$ cat src/rtl/div.sv
// div: multi-cycle radix-2 restoring divider for DIV/DIVU, one quotient bit per cycle
//   clk          rising-edge clock
//   rst          asynchronous active-low reset
//   signed_div_i 1 = signed divide, 0 = unsigned; sampled when start is accepted
//   opdata1_i    dividend, sampled when start is accepted
//   opdata2_i    divisor, sampled when start is accepted
//   start_i      divide request, held until ready_o is seen
//   annul_i      cancels an in-flight divide
//   result_o     {remainder, quotient}
//   ready_o      result_o valid
//   busy_o       divider occupied (iterating or handling divide-by-zero)
module div #(
  parameter int WIDTH = 32
) (
  input  logic               clk,
  input  logic               rst,
  input  logic               signed_div_i,
  input  logic [WIDTH-1:0]   opdata1_i,
  input  logic [WIDTH-1:0]   opdata2_i,
  input  logic               start_i,
  input  logic               annul_i,
  output logic [2*WIDTH-1:0] result_o,
  output logic               ready_o,
  output logic               busy_o
);
  typedef enum logic [1:0] {DIV_FREE, DIV_BYZERO, DIV_ON, DIV_END} state_e;
  localparam logic [5:0] LAST = 6'(WIDTH);
  state_e             state_q;
  logic [5:0]         cnt_q;
  logic [2*WIDTH:0]   dividend_q;
  logic [WIDTH-1:0]   divisor_q;
  logic               neg1_q, neg2_q;
  logic [2*WIDTH-1:0] result_q;
  logic               ready_q, busy_q;
  logic [WIDTH-1:0]   abs1, abs2, quo, rem;
  logic [WIDTH:0]     t;
  assign abs1 = (signed_div_i && opdata1_i[WIDTH-1]) ? -opdata1_i : opdata1_i;
  assign abs2 = (signed_div_i && opdata2_i[WIDTH-1]) ? -opdata2_i : opdata2_i;
  // t[WIDTH] is the borrow: set when the partial remainder is below the divisor
  assign t    = {1'b0, dividend_q[2*WIDTH-1:WIDTH]} - {1'b0, divisor_q};
  // neg*_q already fold in the signed flag, so unsigned divides never fix up signs
  assign quo  = (neg1_q ^ neg2_q) ? -dividend_q[WIDTH-1:0] : dividend_q[WIDTH-1:0];
  assign rem  = neg1_q ? -dividend_q[2*WIDTH:WIDTH+1] : dividend_q[2*WIDTH:WIDTH+1];
  always_ff @(posedge clk or negedge rst) begin
    if (!rst) begin
      state_q    <= DIV_FREE;
      cnt_q      <= '0;
      dividend_q <= '0;
      divisor_q  <= '0;
      neg1_q     <= 1'b0;
      neg2_q     <= 1'b0;
      result_q   <= '0;
      ready_q    <= 1'b0;
      busy_q     <= 1'b0;
    end else begin
      case (state_q)
        DIV_FREE: begin
          if (start_i && !annul_i) begin
            busy_q <= 1'b1;
            if (opdata2_i == '0) begin
              state_q <= DIV_BYZERO;
            end else begin
              state_q    <= DIV_ON;
              neg1_q     <= signed_div_i && opdata1_i[WIDTH-1];
              neg2_q     <= signed_div_i && opdata2_i[WIDTH-1];
              dividend_q <= {{WIDTH{1'b0}}, abs1, 1'b0};
              divisor_q  <= abs2;
              cnt_q      <= '0;
            end
          end
        end
        DIV_BYZERO: begin
          state_q  <= DIV_END;
          result_q <= '0;
          ready_q  <= 1'b1;
          busy_q   <= 1'b0;
        end
        DIV_ON: begin
          if (annul_i) begin
            state_q <= DIV_FREE;
            cnt_q   <= '0;
            busy_q  <= 1'b0;
          end else if (cnt_q != LAST) begin
            dividend_q <= t[WIDTH] ? {dividend_q[2*WIDTH-1:0], 1'b0}
                                   : {t[WIDTH-1:0], dividend_q[WIDTH-1:0], 1'b1};
            cnt_q      <= cnt_q + 6'd1;
          end else begin
            result_q <= {rem, quo};
            ready_q  <= 1'b1;
            busy_q   <= 1'b0;
            state_q  <= DIV_END;
            cnt_q    <= '0;
          end
        end
        default: begin
          if (!start_i) begin
            state_q  <= DIV_FREE;
            ready_q  <= 1'b0;
            result_q <= '0;
          end
        end
      endcase
    end
  end
  assign result_o = result_q;
  assign ready_o  = ready_q;
  assign busy_o   = busy_q;
endmodule

$ cat config.mk
export PLATFORM = sky130hd
export DESIGN_NAME = div
export DESIGN_NICKNAME = d
export VERILOG_FILES = /design/src/rtl/div.sv
export SDC_FILE = /design/constraint.sdc
export NUM_CORES = 1
export LEC_CHECK = 0
export BUFFER_PORTS_ARGS = -buffer_cell sky130_fd_sc_hd__buf_2
export CAP_MARGIN = 5
export CORE_MARGIN = 8
export CORE_UTILIZATION = 60
export CTS_BUF_LIST = sky130_fd_sc_hd__clkbuf_4 sky130_fd_sc_hd__clkbuf_8
export DETAILED_ROUTE_END_ITERATION = 10
export GPL_TIMING_DRIVEN = 0
export PLACE_DENSITY = 0.82
export SYNTH_ARGS = -nofsm -noshare
export SYNTH_HDL_FRONTEND = slang
export SYNTH_SLANG_ARGS = --single-unit
$ cat constraint.sdc
create_clock -name clk -period 3.4 [get_ports clk]
set_clock_uncertainty 0.05 [all_clocks]
set_input_delay 0.85 -clock clk [delete_from_list [all_inputs] [get_ports clk]]
set_output_delay 0.85 -clock clk [all_outputs]
set_load 0.005 [all_outputs]
* Yosys cells after proc, flatten, opt, wreduce, memory -nomap -nowiden
Cells that the tools add are included.
Storage, ports and cells: logic and storage cells 76, bits in registers 173, input port bits 69, output and inout port bits 66
Operators by class: reductions and logical operators 14, $add $sub $neg 6, equality and inequality tests 11, bitwise logic cells 3, muxes and demuxes 33
Operators with widths (count):
- $mux 65 | 5
- $mux 64 | 3
- $pmux 64 s3 | 1
- $pmux 65 s2 | 1
- $mux 32 | 4
- $neg 32->32 | 4
- $sub 32x32->33 | 1
- $logic_not 32->1 | 1
- $mux 6 | 4
- $pmux 6 s2 | 1
- $reduce_and 3->1 | 4
- $mux 2 | 5
- $ne 2x2->1 const B | 5
- $add 6x1->6 const B | 1
- $mux 1 | 6
- $ne 6x6->1 const B | 1
- $pmux 1 s3 | 2
- $pmux 2 s3 | 1
- $reduce_and 5->1 | 1
- $ne 4x1->1 const B | 1
- $reduce_and 4->1 | 1
- $logic_and 1x1->1 | 3
- $ne 3x1->1 const B | 1
- $ne 3x3->1 const B | 1
- other kinds (8) | 9

* Logic depth before layout (Yosys ltp)
depth in word-level cells 5, depth in mapped cells 15, depth with buffers taken out 12

* Least setup slack after synthesis
No wires, ideal clock.
kind input -> register, from input port opdata2_i[2], to register dividend_q[64], required time 3.221 ns, data arrival time 2.849 ns, cell stages on the path 12, path buffers 3, path slack 0.372 ns, setup time 0.129 ns, path through or4_4 nor4_4 and3_1 buf_4 a31oi_4 a21oi_2 buf_4 nor2_1 buf_2 nand2_1 a2bb2oi_1 nand3_1
On the way: word-level cells in the longest chain between the ends 3
RTL lines:
- start, declared | RTL line 19 | input logic [WIDTH-1:0] opdata2_i,
- $logic_not 32->1 | RTL line 60 | if (opdata2_i == '0) begin
- $ne 2x2->1 (no source line)
- $reduce_and 5->1 (no source line)
- end signal, assigned | RTL line 66 | dividend_q <= {{WIDTH{1'b0}}, abs1, 1'b0};
- end signal, assigned | RTL line 84 | dividend_q <= t[WIDTH] ? {dividend_q[2*WIDTH-1:0], 1'b0}
- end, declared | RTL line 30 | logic [2*WIDTH:0] dividend_q;
Every way passes these cells. A chain may end at the register's enable or synchronous reset.

* Worst setup path in the final report
from register divisor_q[0], to register dividend_q[56]
On the way: word-level cells in the longest chain between the ends 5
RTL lines:
- start, declared | RTL line 31 | logic [WIDTH-1:0] divisor_q;
- start signal, assigned | RTL line 67 | divisor_q <= abs2;
- $sub 32x32->33 | RTL line 40 | assign t = {1'b0, dividend_q[2*WIDTH-1:WIDTH]} - {1'b0, divisor_q};
- $mux 65 | RTL line 84
- $mux 65 | RTL line 83 | end else if (cnt_q != LAST) begin
- $mux 65 | RTL line 79 | if (annul_i) begin
- $pmux 65 s2 | RTL line 56 | case (state_q)
Every way passes these cells. The select of a mux whose other input is x is not followed.

==> run_results.csv <==
group,metric,value,unit
drt,wirelength,30.7,mm
setup_path,start_kind,"flop",
setup_path,rr_worst_depth,11,
drt,post_drt_wl_per_cell,17.1,um
synth,synthAdderAreaFrac,4.86,%
sta,finalSetupViolations,0,
synth,netlist_area,0.0115,mm^2
power_and_ir_drop,switchingPower,4.16,mW
synth,ys_warn_count,0,
global_route,grt_max_degree,125,
place,hpwlAfterDp,24.2,mm
outcome,status,"completed",
drt,via_per_inst,5.93,
synth,ys.flop_type,"dfrtp_1",
place,place.port_buffers,134,
synth,syn_inst,1394,
sta,period_minus_slack,3.32,ns
drt,drc_errors,0,
place,numPlacedInstances,1763,
die,die_w,154,um
power_and_ir_drop,power_frac_clock,16.5,%
layout,final_core_util,68.9,%
global_route,grt_first_pass_wirelength,49.9,mm
power_and_ir_drop,power_density,693,mW/mm^2
cts,cts_sinks,173,
synth,synth_compound_area_share,22.6,%
sta,tns,0,ns
synth,synthArstFlopShare,100,%
die,start_util,61.2,%
setup_path,path_max_fanout,10,
die,die_h,154,um
place,gp_congestion,0.951,
layout,fin_cells,1794,
setup_path,slowest_delay,0.46,ns
layout,final_cell_mix,"nand2_1, dfrtp_1, o21ai_0",
layout,fill_cells,1600,
layout,areaGrowthSynthToFinish,12.6,%
setup_path,path_buf_inv,1,
synth,yosys.area_share.simple,17.6,%
die,boundaryPins,135,
synth,synth-seq-cells,173,
drt,vias,10600,
synth,synth_top_family_by_area,"compound AO/OA/AOI/OAI gates",
run,cap_violations,0,
power_and_ir_drop,p_leak,6.00,nW
power_and_ir_drop,p_total,8.95,mW
drt,antenna_left,0,
layout,final_common_cell,"nand2_1",
setup_path,cp-end-kind,"flop",
synth,synth_cell_type_count,68,
setup_path,path_class,"reg2reg",
layout,drive_above_1_share,14.2,%
layout,fin_area,0.0129,mm^2
sta,grt_setup_unrepaired,"yes",
layout,insertedDiodeCount,0,
global_route,grt_usage,25.5,%
setup_path,cp.required,3.71,ns
cts,cts_buffer_depth,2,
setup_path,arrival,3.63,ns
sta,report.final.slew_viol_count,0,
cts,cts_tree,"done",
drt,dr.pass1.iters,7,
sta,setup_ws,0.0795,ns
global_route,grt_pass1_vias,10000,
drt,drt_iter0_markers,865,
sta,period_share,97.7,%
die,coreArea,0.0188,mm^2
die,die-area,0.0238,mm^2
cts,htreeDepth,4,
sta,hold_viol,0,
cts,insertion_delay,0.48,ns
power_and_ir_drop,sw_frac_of_total,46.4,%
sta,slew_headroom,37.2,%
sta,hold_ws,0.196,ns
synth,ys_seq_area_share,37.7,%
setup_path,crit_chain,"ha_1 -> fa_1 -> nand2b_1 -> a21o_1 -> a31o_2 -> o21a_2 -> o311a_4 -> nor2_4 -> buf_4 -> mux2i_1 -> o21ai_2",
cts,path_clk_slew,0.11,ns
power_and_ir_drop,p_int,4.79,mW
setup_path,slowest_stage,"dfrtp_2",
power_and_ir_drop,p_seq_share,32.7,%
cts,cts-buffers-inserted,17,
synth,synth.mux.area_fraction,1.54,%
setup_path,cpLargestDelayFamily,"compound AO/OA/AOI/OAI gates",
power_and_ir_drop,combPwrFrac,50.8,%
sta,worst_pin_slew,0.935,ns
global_route,gr-total-overflow,0,
synth,synth.net_count,1507,
synth,synth_edf_count,0,
die,rows,50,
sta,fmax,301,MHz
synth,synth.avg_cell_area,8.24,um^2
power_and_ir_drop,vdd_drop_max,431,uV
cts,cts_setup_buffers,0,
hold_path,holdCritPathClass,"in2async",
synth,synth_xor_area_share,10.5,%
place,dp_slack,-0.228,ns
cts,clk_root_buffer_cell,"clkbuf_8",
setup_path,cp.depth,11,
place,placed_area,0.0125,mm^2
global_route,antenna_found_initial,0,
layout,nets,1660,
[cell type report]
class | instances | area [um^2] | share of cell area [%]
well taps | 234 | 293 | 2.27
multi-input cells | 1083 | 6590 | 51.0
clock inverters | 15 | 174 | 1.35
repair buffers | 135 | 708 | 5.48
inverters | 59 | 221 | 1.71
clock buffers | 17 | 234 | 1.81
flip-flops and latches | 173 | 4330 | 33.5
plain buffers | 78 | 377 | 2.91
[power groups by stage]
stage	Clock [mW]	Combinational, mW	Sequential (mW)
floorplan	0	3.32	2.82
global placement	0	4.36	2.93
detailed placement	0	4.46	2.95
CTS	1.49	4.48	2.91
global route	1.57	5.03	2.97
finish	1.48	4.54	2.93
[cells in the mapped netlist, types with 14 or more instances]
cell type  count  area [um^2]
nor2_1       110          413
buf_2         17         85.1
nor4_1        18          113
o31ai_1       21          158
nand2_1      206          773
nand3_1       14         70.1
o21ai_1       23          115
o21ai_0      168          841
a21oi_1      126          631
ha_1          43          538
xor2_1        73          639
inv_1         59          221
dfrtp_1      173         4330
a31oi_1       17          106
xnor2_1       65          569
nor3_1        16         80.1
clkbuf_1      48          180
[logic make-up (layout without fill, tap and decap cells)]
logic type      after synthesis  in the layout
mux                          17             17
xor+xnor                    138            138
buf+inv                     138            304
fa+ha+maj                    44             44
compound gates              442            442
simple gates                442            442
flops                       173            173
[what timing repair did]
action | 4_1_cts | 5_1_grt
endpoints found under the setup margin | 24 | 33
gates resized for setup | 5 | 7
pin swaps | 0 | 1
hold buffers | 0 | 0
[state kept, by name, indices dropped and copies added, names as in the netlist, 2 cells and up]
signal      cells
divisor_q      32
result_o       64
dividend_q     65
state_q         2
cnt_q           6
[metal layers]
metal	vias to the layer above	share of wire, %	global-route usage [%]
met5	-	0	0
met3	39	8.2	4.71
li1	5186	-	-
met4	0	1.3	6.77
met1	5006	46	35.7
met2	411	45	40.1
[worst paths after layout]
kind	slack (ns)	start	end
max	0.08	divisor_q[0]$_DFFE_PN0P_	dividend_q[56]$_DFFE_PN0P_
min	0.20	rst	busy_o$_DFFE_PN0P_
max reg2reg	0.08	divisor_q[0]$_DFFE_PN0P_	dividend_q[56]$_DFFE_PN0P_
min reg2reg	0.43	result_o[38]$_DFFE_PN0P_	result_o[38]$_DFFE_PN0P_
max in group asynchronous	2.17	rst	result_o[57]$_DFFE_PN0P_
min in group clk	0.43	result_o[38]$_DFFE_PN0P_	result_o[38]$_DFFE_PN0P_
[worst register-to-register path, stage by stage (launching register included)]
cell,delay [ns]
dfrtp_2,0.46
ha_1,0.21
fa_1,0.38
nand2b_1,0.21
a21o_1,0.21
a31o_2,0.27
o21a_2,0.27
o311a_4,0.41
nor2_4,0.16
buf_4,0.25
mux2i_1,0.26
o21ai_2,0.06
Note: power is estimated with default switching activity, not from simulation.
